===== config.mk =====
export PLATFORM = sky130hd
export DESIGN_NAME = craft_sbox_layer_seq
export DESIGN_NICKNAME = d
export VERILOG_FILES = /design/src/rtl/craft_sbox_layer_seq.sv
export SDC_FILE = /design/constraint.sdc
export NUM_CORES = 1
export LEC_CHECK = 0
export BUFFER_PORTS_ARGS = -buffer_cell sky130_fd_sc_hd__buf_2
export CAP_MARGIN = 20
export CORE_UTILIZATION = 44
export DETAILED_ROUTE_END_ITERATION = 6
export GPL_TIMING_DRIVEN = 0
export PLACE_DENSITY = 0.77
export SLEW_MARGIN = 20
export SYNTH_ARGS = -nofsm -noshare
export SYNTH_HDL_FRONTEND = slang
export SYNTH_SLANG_ARGS = --single-unit

===== constraint.sdc =====
create_clock -name clk -period 1.45 [get_ports clk]
set_input_delay 0.29 -clock clk [delete_from_list [all_inputs] [get_ports clk]]
set_output_delay 0.29 -clock clk [all_outputs]
set_load 0.01 [all_outputs]

===== src/rtl/craft_sbox_layer_seq.sv =====
// rtl/craft_sbox_layer_seq.sv - sequential CRAFT S-box layer, LANES nibbles per clock
//
// Purpose: substitutes every nibble of a DATA_WIDTH-bit state through the
// involutory CRAFT S-box. LANES nibbles are processed per cycle, so one block
// takes NCHUNK = DATA_WIDTH/(4*LANES) cycles. Input and output use
// valid/ready handshakes.
//
// Ports:
//   clk        rising-edge clock
//   rst_n      asynchronous active-low reset
//   clr        synchronous abort, returns to IDLE (work register kept)
//   in_valid   input state valid
//   in_ready   block can accept a state
//   in_data    input state, DATA_WIDTH bits
//   out_valid  result valid (DONE state)
//   out_ready  downstream accepts result
//   out_data   substituted state, registered
module craft_sbox_layer_seq #(
  parameter int DATA_WIDTH = 64,
  parameter int LANES      = 4
) (
  input  logic                  clk,
  input  logic                  rst_n,
  input  logic                  clr,
  input  logic                  in_valid,
  output logic                  in_ready,
  input  logic [DATA_WIDTH-1:0] in_data,
  output logic                  out_valid,
  input  logic                  out_ready,
  output logic [DATA_WIDTH-1:0] out_data
);

  localparam int SW     = 4 * LANES;
  localparam int NCHUNK = DATA_WIDTH / SW;
  localparam int CW     = (NCHUNK > 1) ? $clog2(NCHUNK) : 1;

  generate
    if (LANES < 1 || LANES > DATA_WIDTH / 4 || (DATA_WIDTH % SW) != 0) begin : g_param_check
      $error("craft_sbox_layer_seq: DATA_WIDTH must be a multiple of 4*LANES, LANES in 1..DATA_WIDTH/4");
    end
  endgenerate

  typedef enum logic [1:0] {
    IDLE = 2'd0,
    BUSY = 2'd1,
    DONE = 2'd2
  } state_t;

  state_t                state_q;
  state_t                state_d;
  logic [CW-1:0]         cnt_q;
  logic [DATA_WIDTH-1:0] work_q;
  logic [SW-1:0]         sub_lo;
  logic [DATA_WIDTH-1:0] work_step;
  logic                  last_chunk;
  logic                  accept;

  function automatic logic [3:0] sbox(input logic [3:0] x);
    logic [3:0] y;
    case (x)
      4'h0: y = 4'hc;
      4'h1: y = 4'ha;
      4'h2: y = 4'hd;
      4'h3: y = 4'h3;
      4'h4: y = 4'he;
      4'h5: y = 4'hb;
      4'h6: y = 4'hf;
      4'h7: y = 4'h7;
      4'h8: y = 4'h8;
      4'h9: y = 4'h9;
      4'ha: y = 4'h1;
      4'hb: y = 4'h5;
      4'hc: y = 4'h0;
      4'hd: y = 4'h2;
      4'he: y = 4'h4;
      default: y = 4'h6;
    endcase
    return y;
  endfunction

  // Substitute the low LANES nibbles of the work register.
  always_comb begin
    sub_lo = '0;
    for (int i = 0; i < LANES; i++) begin
      sub_lo[4*i +: 4] = sbox(work_q[4*i +: 4]);
    end
  end

  // Substituted chunk re-enters at the top so that after NCHUNK steps the
  // nibble order is back where it started.
  generate
    if (NCHUNK == 1) begin : g_single
      assign work_step = sub_lo;
    end else begin : g_rotate
      assign work_step = {sub_lo, work_q[DATA_WIDTH-1:SW]};
    end
  endgenerate

  assign last_chunk = (cnt_q == CW'(NCHUNK - 1));
  assign accept     = in_valid && in_ready && !clr;

  // FSM: state register
  always_ff @(posedge clk or negedge rst_n) begin
    if (!rst_n) begin
      state_q <= IDLE;
    end else begin
      state_q <= state_d;
    end
  end

  // FSM: next-state logic
  always_comb begin
    state_d = state_q;
    case (state_q)
      IDLE: if (accept) state_d = BUSY;
      BUSY: if (last_chunk) state_d = DONE;
      DONE: if (out_ready) state_d = accept ? BUSY : IDLE;
      default: state_d = IDLE;
    endcase
    if (clr) begin
      state_d = IDLE;
    end
  end

  // FSM: outputs. in_ready depends on out_ready only while DONE, which is
  // what lets a consume and a new accept share one edge.
  always_comb begin
    in_ready  = (state_q == IDLE) || ((state_q == DONE) && out_ready);
    out_valid = (state_q == DONE);
  end

  // Datapath: work register and chunk counter
  always_ff @(posedge clk or negedge rst_n) begin
    if (!rst_n) begin
      cnt_q  <= '0;
      work_q <= '0;
    end else if (clr) begin
      cnt_q <= '0;
    end else if (accept) begin
      work_q <= in_data;
      cnt_q  <= '0;
    end else if (state_q == BUSY) begin
      work_q <= work_step;
      cnt_q  <= last_chunk ? '0 : cnt_q + CW'(1);
    end
  end

  assign out_data = work_q;

endmodule


# Word level (Yosys, flattened, before mapping)
# Memory sizes are Yosys's and may differ from the RTL's.
# Cells that the tools add are included.
[op_classes]
n_eq_ne = 6
n_reduce_logical = 10
shift = 0
order_cmp = 0
bitwise_logic = 1
n_div = 0
mul = 0
add_sub_neg = 1
muxes = 12
[op_table]
columns = ["cell", "count"]
rows = [
  ["two-way mux 64 bit", 2],
  ["two-way mux 2 bit", 8],
  ["!= test 3 bit, second input constant", 2],
  ["case mux 2 bit (3 select lines)", 1],
  ["== test 2 bit, second input constant", 2],
  ["logical AND 1 bit", 3],
  ["!= test 3 x 2 -> 1 bit, second input constant", 1],
  ["AND reduction 3 bit", 1],
  ["nonzero test 3 bit", 1],
  ["adder 2 x 1 -> 2 bit, second input constant", 1],
  ["== test 2 x 1 -> 1 bit, second input constant", 1],
  ["logical NOT 2 bit", 1],
  ["AND reduction 2 bit", 1],
  ["nonzero test 2 bit", 1],
  ["logical NOT 1 bit", 1],
  ["logical OR 1 bit", 1],
  ["two-way mux 1 bit", 1],
  ["NOT 1 bit", 1],
]
[totals]
n_memories = 4
in_bits = 69
rom_bits = 256
latchBits = 0
regBits = 68
wordCells = 37
out_inout_bits = 66
ramBits = 0
[memory_table]
columns = ["memory", "words", "width", "read_ports", "rd_clocked_by_memory_dff", "write_ports", "line", "text"]
rows = [
  ["(no name shown)", 16, 4, 1, 0, 0, "60", "case (x)"],
  ["(no name shown)", 16, 4, 1, 0, 0, "60", ""],
  ["(no name shown)", 16, 4, 1, 0, 0, "60", ""],
  ["(no name shown)", 16, 4, 1, 0, 0, "60", ""],
]

# Logic depth before layout (Yosys ltp)
[logic_depth]
word_depth = 9
mapped_depth = 6
depth_no_buf = 4

# Worst setup path after synthesis
# No wires, ideal clock.
[synth_path]
kind = "input port to flip-flop"
start = "input port clr"
end = "register work_q[46] (netlist: out_data[46])"
arrival_ps = 1341
setup_time_ps = 137
n_path_buf = 3
cell_stages = 6
path_slack_ps = -28
cell_sequence = "buf_2 -> or3b_1 -> buf_2 -> clkbuf_1 -> nor3_1 -> a31oi_1"
[synth_between]
elab_chain_len = 4
elab_cells_between_ends = 6
cone_classes = "1 x mux; 1 x bitwise; 4 x reduce/logical"
[synth_lines]
columns = ["item", "line", "text"]
rows = [
  ["start, declared", "24", "input logic clr,"],
  ["logical NOT 1 bit", "100", "assign accept = in_valid && in_ready && !clr;"],
  ["logical AND 1 bit", "100", ""],
  ["nonzero test 2 bit (no line)", "--", ""],
  ["AND reduction 2 bit (no line)", "--", ""],
  ["end signal, assigned", "140", "work_q <= in_data;"],
  ["end signal, assigned", "143", "work_q <= work_step;"],
  ["end, declared", "52", "logic [DATA_WIDTH-1:0] work_q;"],
]
# Parallel ways exist; a longest one is shown, timed or not.
# A chain may end at the register's enable or synchronous reset.

# Worst setup path in the final report
[layout_path]
start = "register state_q[0]"
end = "register work_q[32] (netlist: out_data[32])"
[layout_between]
elab_chain_len = 7
elab_cells_between_ends = 10
cone_classes = "2 x eq/ne; 1 x mux; 7 x reduce/logical"
[layout_lines]
columns = ["item", "line", "text"]
rows = [
  ["start, declared", "49", "state_t state_q;"],
  ["start signal, assigned", "107", "state_q <= state_d;"],
  ["== test 2 bit", "128", "in_ready = (state_q == IDLE) || ((state_q == DONE) && out_ready);"],
  ["logical AND 1 bit", "128", ""],
  ["logical OR 1 bit", "128", ""],
  ["logical AND 1 bit (2 in a row)", "100", ""],
  ["nonzero test 2 bit (no line)", "--", ""],
  ["AND reduction 2 bit (no line)", "--", ""],
]
# Parallel ways exist; a longest one is shown, timed or not.

==> results.md <==
- Status: finished, violations left
- Violated checks: negative setup slack
- Initial antenna violation count: 0
- Global route total overflow: 0
- Die Area: 7960 sq um
- Via count of the first global-routing pass: 3282
- Post-route DRC violation count: 0
- First-pass GRT wire length: 17700 microns
- Clk sink count: 68
- Type of the most critical hold path: primary input to register
- Final Util: 70.3%
- Clock Path Buffers: 2
- Average cell area after synthesis: 11.1 sq um
- Global router's overall resource usage: 31.0%
- Worst EP required: 1.69 ns
- Count of distinct cell types in the synthesized netlist: 35
- Die boundary width: 89.2 microns
- Clock-pin slew of the registers on the worst-case setup and hold paths: 0.08 ns
- Minimum clock period: 1.64 ns
- Antenna-violating nets left: 0
- Sequential share of the synthesized area: 50.8%
- Post-synth top area share: 50.8%
- CTS H-Tree Depth: 3
- Highest clock frequency the design can meet: 0.611 GHz
- Placement Cell Area: 4210 sq um
- Number of primary I/O pins: 135
- Area of the core region: 7290 sq um
- Clock Root Buffer: clkbuf_8
- Post-Route WL: 12100 microns
- Number of antenna cells inserted: 0
- Most area-consuming cells after synthesis: dfrtp_1 (51%), a221o_1 (15%), and2_1 (8.4%)
- Iter 0 DRT Violations: 263
- Most repeated cell in the gate-level netlist after synthesis: dfrtp_1
- Commonest cells post-synth: dfrtp_1 (68), a221o_1 (49), and2_1 (45)
- Initial core utilization: 45.9%
- Final estimated routing congestion in global placement: 0.844
- Slowest cell on crit path: dfrtp_1
- Flip-flop and latch count after synthesis: 68
- Setup slack of the critical path after layout: -0.187 ns
- Hold violation count in the final report: 0
- Startpoint class of the critical path: register
- Detailed placement HPWL: 7570 microns
- Final worst-path cycle share: 113%
- Height of the die: 89.2 microns
- Max cap viols: 0
- Yosys warning count: 0
- Critical path, cell by cell: buf_6 -> nor3b_4 -> buf_6 -> a21oi_4 -> clkbuf_16 -> a221o_1
- Design Area, Final: 5130 sq um
- Synth area leader: dfrtp_1
- Via density per instance: 5.95
- Num CTS Buffers: 9
- Post-synth ARST share: 100%
- Critical path arrival: 1.87 ns
- Count of buffers from port buffering: 133
- Vias post-DR: 3487
- Summed instance area of the synthesized netlist: 3350 sq um
- Synth-to-Final Area Change: 53.1%
- Total power per unit cell area: 1380 nW/um^2
- Number of nets in the final layout: 552
- Routed length per instance: 20.7 microns
- Largest vdd supply drop: 0.739 mV
- Clock tree from TritonCTS: built
- Number of failing setup endpoints in the final timing report: 67
- Category of the most critical setup path: register to register
- Synthesized net count: 373
- Headroom to the max-slew limit: 73.9%
- Total power draw: 7.06 mW
- Number of cell rows: 31
- Type of destination of the critical path: register
- Synthesized instance count: 303
- Clk Latency, worst-skew pair: 0.35 ns
- Flip-flop cell with the highest count after synthesis: dfrtp_1
- Setup skew after layout: 0.00982 ns
- Max-slew violation count: 0
- Leakage: 2.48 nW
- EDFF count, synth: 0
- Share of post-route cells with drive strength above 1: 48.3%
- Largest net degree at the start of global routing: 52
- DRT Pass-1 Iters: 5
- Cell mode on critical path: buf_6
- RSZ-0062 raised after global routing: true
- Maximum fanout along the worst path: 6
- Max stage delay on crit path: 0.42 ns
- Worst-Margin Slew: 0.391 ns
## final timing paths
kind | startpoint | to | slack, ns | cells past startpoint
worst max-delay path | state_q[0] | out_data[32] | -0.19 | 6
worst min-delay path | in_data[51] | out_data[51] | 0.15 | 2
min in group asynchronous | rst_n | out_data[4] | 0.36 | 2
worst max register to register | state_q[0] | out_data[32] | -0.19 | 6
max in group asynchronous | rst_n | out_data[0] | 0.55 | 3
worst min register to register | out_data[24] | out_data[24] | 0.53 | 1
## sequential cells by signal (all words and copies together) (netlist names)
register	count
cnt_q	2
out_data	64
state_q	2
## through the flow
| stage | hold slack [ns] | instances | setup TNS, ns | setup slack (ns) |
|---|---|---|---|---|
| after floorplan | -0.00559 | 303 | -0.501 | -0.0229 |
| after global placement | 0.498 | 535 | -36.63 | -0.387 |
| after detailed placement | 0.188 | 536 | -21.97 | -0.447 |
| after CTS | 0.148 | 585 | -6.42 | -0.152 |
| after global routing | 0.157 | 586 | -12.00 | -0.233 |
| final | 0.147 | 586 | -8.95 | -0.187 |
## routing by layer
metal / wire length (microns) / GRT usage, % / vias to the layer above / part of all wire (%)
met5: 0 / 0 / - / 0
met4: 329 / 12.7 / 0 / 2.7
met3: 975 / 5.36 / 34 / 8.0
met2: 5870 / 50.4 / 197 / 48
met1: 4970 / 41.4 / 1725 / 41
li1: - / - / 1531 / -
## where the power goes
| part | switching [mW] | internal, mW | leakage (nW) | total, mW |
|---|---|---|---|---|
| sequential | 0.534 | 2.36 | 0.831 | 2.89 |
| clock | 0.797 | 1.19 | 0.122 | 1.99 |
| combinational | 1.07 | 1.11 | 1.52 | 2.18 |
| total | 2.40 | 4.66 | 2.48 | 7.06 |
## cells by family (layout without fill, tap and decap cells)
logic type	count (synthesis)	after routing	share of synthesized area, %
compound gates	103	104	25.7
flops	68	68	50.8
fa+ha+maj	1	1	0.374
buf+inv	28	210	4.63
simple gates	103	104	18.5
## worst max-delay path: cells and delay by family (launching register included)
kind                   cells  cell delay (ns)
AOI/OAI and AO/OA          2             0.39
buffers and inverters      3             0.51
DFF                        1             0.42
and+or+nand+nor            1             0.18
## cell usage in the layout (no fill, tap or decap), types with 4 or more instances in the layout
master,count
o2bb2ai_2,4
nor2b_1,4
buf_2,131
o22ai_2,4
nand2_1,13
clkbuf_8,10
a21oi_1,6
a221o_1,49
and2_1,45
buf_8,11
nor3_1,8
dfrtp_1,67
buf_4,16
o211ai_1,5
nand2b_1,9
a21o_1,5
a31oi_1,10
o21ai_0,4
inv_1,5
buf_6,22
nor2_1,5
## layout make-up
type / instances / area [sq um]
flip-flops and latches: 68 / 1700
well taps: 99 / 124
repair buffers: 168 / 1090
fillers: 576 / 2160
multi-input cells: 209 / 1690
clock inverters: 6 / 111
clock buffers: 10 / 138
plain buffers: 21 / 253
inverters: 5 / 18.8
## what timing repair did
action	4_1_cts	5_1_grt
resized for setup	66	21
setup endpoints to repair	68	68
hold endpoints to repair	17	0
hold buffers	1	0
pin swaps	11	7
buffers inserted	25	3
gates cloned	8	1
No activity file was read; power rests on OpenSTA's default activity.
